===== src/rtl/reg_bank.sv =====
// Register file + accumulator with a shadow context; RF_BYPASS_EN adds write-first read bypass.
// Reads are combinational; save/restore copy one entry per cycle and ignore all inputs while busy.
module reg_bank #(
  parameter int DATA_W = 8,
  parameter int ADDR_W = 2
) (
  input  logic              reg_clk,
  input  logic              reg_rst,
  input  logic [ADDR_W-1:0] wr_sel,
  input  logic              RF_we,
  input  logic [DATA_W-1:0] data_in,
  input  logic [ADDR_W-1:0] rd_sel_a,
  input  logic [ADDR_W-1:0] rd_sel_b,
  output logic [DATA_W-1:0] data_out_a,
  output logic [DATA_W-1:0] data_out_b,
  input  logic              Acc_we,
  input  logic [DATA_W-1:0] Acc_in,
  output logic [DATA_W-1:0] Acc_out,
  input  logic              save_req,
  input  logic              restore_req,
  output logic              busy,
  output logic              done
);

  localparam int NUM_REGS = 2**ADDR_W;
  localparam logic [ADDR_W-1:0] IDX_LAST = ADDR_W'(NUM_REGS - 1);

  typedef enum logic [1:0] {IDLE, SAVE, RESTORE} state_t;

  state_t            state, state_nxt;
  logic [ADDR_W-1:0] idx, idx_nxt;
  logic              done_nxt;
  logic              last;

  logic [DATA_W-1:0] rf     [NUM_REGS];
  logic [DATA_W-1:0] shadow [NUM_REGS];
  logic [DATA_W-1:0] acc;
  logic [DATA_W-1:0] shadow_acc;

  assign last    = (idx == IDX_LAST);
  assign busy    = (state != IDLE);
  assign Acc_out = acc;

  always_ff @(posedge reg_clk or posedge reg_rst) begin
    if (reg_rst) begin
      state <= IDLE;
      idx   <= '0;
      done  <= 1'b0;
    end else begin
      state <= state_nxt;
      idx   <= idx_nxt;
      done  <= done_nxt;
    end
  end

  always_comb begin
    state_nxt = state;
    idx_nxt   = idx;
    done_nxt  = 1'b0;
    case (state)
      IDLE: begin
        // Save takes priority when both requests arrive together.
        if (save_req) begin
          state_nxt = SAVE;
          idx_nxt   = '0;
        end else if (restore_req) begin
          state_nxt = RESTORE;
          idx_nxt   = '0;
        end
      end
      SAVE, RESTORE: begin
        idx_nxt = idx + ADDR_W'(1);
        if (last) begin
          state_nxt = IDLE;
          done_nxt  = 1'b1;
        end
      end
      default: state_nxt = IDLE;
    endcase
  end

  always_ff @(posedge reg_clk or posedge reg_rst) begin
    if (reg_rst) begin
      for (int i = 0; i < NUM_REGS; i++) begin
        rf[i]     <= '0;
        shadow[i] <= '0;
      end
      acc        <= '0;
      shadow_acc <= '0;
    end else begin
      case (state)
        IDLE: begin
          if (RF_we)  rf[wr_sel] <= data_in;
          if (Acc_we) acc        <= Acc_in;
        end
        SAVE: begin
          shadow[idx] <= rf[idx];
          if (last) shadow_acc <= acc;
        end
        RESTORE: begin
          rf[idx] <= shadow[idx];
          if (last) acc <= shadow_acc;
        end
        default: ;
      endcase
    end
  end

`ifdef RF_BYPASS_EN
  logic wr_live;
  assign wr_live    = (state == IDLE) && RF_we;
  assign data_out_a = (wr_live && (rd_sel_a == wr_sel)) ? data_in : rf[rd_sel_a];
  assign data_out_b = (wr_live && (rd_sel_b == wr_sel)) ? data_in : rf[rd_sel_b];
`else
  assign data_out_a = rf[rd_sel_a];
  assign data_out_b = rf[rd_sel_b];
`endif

endmodule


===== config.mk =====
export PLATFORM = sky130hd
export DESIGN_NAME = reg_bank
export DESIGN_NICKNAME = d
export VERILOG_FILES = /design/src/rtl/reg_bank.sv
export SDC_FILE = /design/constraint.sdc
export NUM_CORES = 1
export LEC_CHECK = 0
export CORE_MARGIN = 2
export CORE_UTILIZATION = 35
export DETAILED_ROUTE_END_ITERATION = 10
export PLACE_DENSITY_LB_ADDON = 0.08
export RECOVER_POWER = 100
export SLEW_MARGIN = 20
export SYNTH_ARGS = -nofsm -noshare
export SYNTH_HDL_FRONTEND = slang
export SYNTH_SLANG_ARGS = --single-unit

===== constraint.sdc =====
create_clock -name reg_clk -period 3.4 [get_ports reg_clk]
set_input_delay 0.85 -clock reg_clk [delete_from_list [all_inputs] [get_ports reg_clk]]
set_output_delay 0.85 -clock reg_clk [all_outputs]
set_load 0.005 [all_outputs]

==> impl_metrics.toml <==
[run_status]
outcome = "finished, violations left"
violations = "capacitance limit"

[route]
vias = 3051
met1_length_um = 5600
drc = 0
highest_layer = "met4"
final_antenna_net_count = 0
dr.pass1.iters = 4
post_drt_wl_per_cell_um = 21.5
drt_iter0_markers = 158
routed_wl_um = 12000
wl_met2_um = 5720
avgViaCountPerCell = 5.46
wl_met3_um = 508

[sta]
min_period_ps = 3340
slew_headroom = 0.0173
fin_worst_skew_ps = 10.7
slew_violations = 0
fin_crit_sh = 0.982
hold_viol = 0
grt_setup_unrepaired = "false"
final-setup-viol-count = 0
worst_slew_pin_slew_ps = 1470
fmax_mhz = 300
tns_ps = 0

[floorplanning]
die-area_um2 = 14500
die_w_um = 120
core_area_um2 = 13200
ios = 54
die_h_um = 120
start_util = 0.358
rows = 42

[logic_synthesis]
synth-seq-cells = 85
ys_warn_count = 0
ys_seq_area_frac = 0.449
muxShareOfSynthArea = 0.378
synth_top_family_by_area = "multiplexers"
netlist_area_um2 = 4740
synth.distinct_cells = 29
yosys.area_share.simple = 0.0349
netlist_instances = 321
yosys.area_share.adder = 0.0238
synth-compound-area-share = 0.0819
syn-num-nets = 358
synth_xor_area_frac = 0.00185
syn_area_per_cell_um2 = 14.8

[grt]
antenna_found_initial = 0
grt_max_degree = 37
grt-ovfl-total = 0
grt_pass1_vias = 3215
grt_first_pass_wirelength_um = 19200
grtUsageTotal = 0.181

[clocking]
ctsHoldBuffers = 0
clockRootBuffer = "clkbuf_16"
clock_latency_ps = 350
clock_path_buffers = 2
cts.clk_slew.worst_paths_ps = 70
clkSinkCount = 85
htreeDepth = 3
cts_tree = "yes"
cts-buffers-inserted = 9

[layout]
area_growth_syn_to_layout_pct = 21.4
drive_gt1_frac = 0.347
num_antenna_cells = 0
fillers = 1232
nets = 415
fin_util = 0.434

[pwr]
leakagePower_nw = 2.57
p_per_area_nw_per_um2 = 842
vdd_drop_max_mv = 0.265

[worst_setup_path]
r2r-start = "state[0]"
criticalPathCategory = "in -> out"
worstSetupEndpointType = "output port"
cp.arrival_ps = 2490
r2r-end = "Acc_out[7]"
cp-start-kind = "primary input"
reg2reg_depth = 6
regToRegSetupSlack_ps = 360
crit_fanout = 8
crit_required_ps = 2550

[placement]
place_congestion = 0.782
port-buffer-count = 53
dp_hpwl_um = 8300

[flow_run]
cap_viol_max_count = 1

[min_path]
min_from = "shadow[13]"
whs_path_depth = 1
hold_end = "shadow[13]"
hold_class = "reg -> reg"
cells in the final DEF (no fill, tap or decap), types with 3 or more instances in the layout:
| cell type | netlist | routed |
|---|---|---|
| dfrtp_1 | 85 | 85 |
| mux2_2 | 72 | 72 |
| clkdlybuf4s50_1 | 0 | 40 |
| a22o_1 | 33 | 33 |
| mux4_2 | 30 | 30 |
| mux2_1 | 0 | 15 |
| dlygate4sd3_1 | 0 | 12 |
| nor2b_1 | 11 | 11 |
| ha_1 | 9 | 9 |
| clkbuf_16 | 0 | 9 |
| buf_4 | 1 | 9 |
| inv_1 | 8 | 7 |
| nand2_1 | 5 | 5 |
| a21oi_1 | 3 | 4 |
| and2_1 | 6 | 4 |
| a32o_1 | 4 | 4 |
| nor2_1 | 3 | 3 |
| clkinv_4 | 0 | 3 |
cell usage after synthesis:
master	count	area, um2
dfrtp_1	85	2130
mux2_2	72	811
a22o_1	33	289
mux4_2	30	676
mux2_4	16	240
buf_2	11	55.1
nor2b_1	11	68.8
ha_1	9	113
inv_1	8	30.0
and2_1	6	37.5
buf_1	6	22.5
nand2_1	5	18.8
a32o_1	4	40.0
a21oi_1	3	15.0
nor2_1	3	11.3
buf_6	2	22.5
clkbuf_1	2	7.51
mux4_1	2	52.6
nand2b_1	2	12.5
o22ai_1	2	12.5
a21oi_2	1	8.76
a311o_1	1	10.0
and3b_1	1	8.76
buf_4	1	7.51
mux2i_1	1	10.0
nand3b_1	1	7.51
o211ai_1	1	7.51
o21ai_0	1	5.00
xnor2_1	1	8.76
worst max path at each step:
| stage | start | depth (start not counted) | slack [ps] | to |
|---|---|---|---|---|
| finish | rd_sel_a[0] | 4 | 60 | data_out_a[7] |
| global route | rd_sel_a[0] | 4 | 1 | data_out_a[7] |
| CTS | rd_sel_a[0] | 4 | 40 | data_out_a[7] |
| detailed placement | rd_sel_a[0] | 4 | 60 | data_out_a[3] |
| global placement | rd_sel_a[0] | 4 | 60 | data_out_a[6] |
| floorplan | reg_rst | 1 | 360 | Acc_out[0] |
final cells by class:
cell class / count / area [um2] / area share
flip-flops and latches: 85 / 2130 / 0.370
well taps: 176 / 220 / 0.0383
inverters: 8 / 31.3 / 0.00544
clock buffers: 10 / 239 / 0.0416
repair buffers: 68 / 658 / 0.114
clock inverters: 6 / 70.1 / 0.0122
multi-input cells: 206 / 2400 / 0.418
sequential cells by signal (all words and copies together), names as in the netlist:
register and flops:
shadow 32, Acc_out 8, state 2, idx 2, rf 32, shadow_acc 8, done 1
through the flow:
stage,std cells,total power [mW],cell area (um2),hold WS (ps),setup WS [ps]
2_1_floorplan,321,3.19,4740,474,357
3_3_place_gp,542,3.94,5530,483,62.3
3_5_place_dp,542,3.99,5530,492,59.3
4_1_cts,558,5.04,5840,507,42.4
5_1_grt,559,5.18,5750,518,1.43
6_report,559,4.84,5750,503,62.6
repair_timing:
item                       in CTS  in global routing
gates resized for setup         0                  1
buffers inserted                0                  1
setup endpoints to repair       0                  2
hold endpoints to repair        0                  0
critical path, stage by stage:
cell             delay [ps]
clkdlybuf4s50_1         510
buf_12                  160
mux4_2                  500
clkdlybuf4s50_1         460
cell families after synthesis:
logic type,count (synthesis)
fa+ha+maj,9
simple gates,29
xor+xnor,1
buf+inv,30
flops,85
compound gates,46
mux,121
metal layers:
layer / up-vias / track usage
met5: - / 0
met4: 0 / 0.0625
met3: 13 / 0.0325
met2: 79 / 0.285
met1: 1606 / 0.253
li1: 1353 / -
report_power, final:
group          switching, mW  total, mW  internal [mW]
clock                  0.428       1.02          0.595
combinational          0.862       2.04           1.17
sequential             0.340       1.78           1.44
Note: power is estimated with default switching activity, not from simulation.
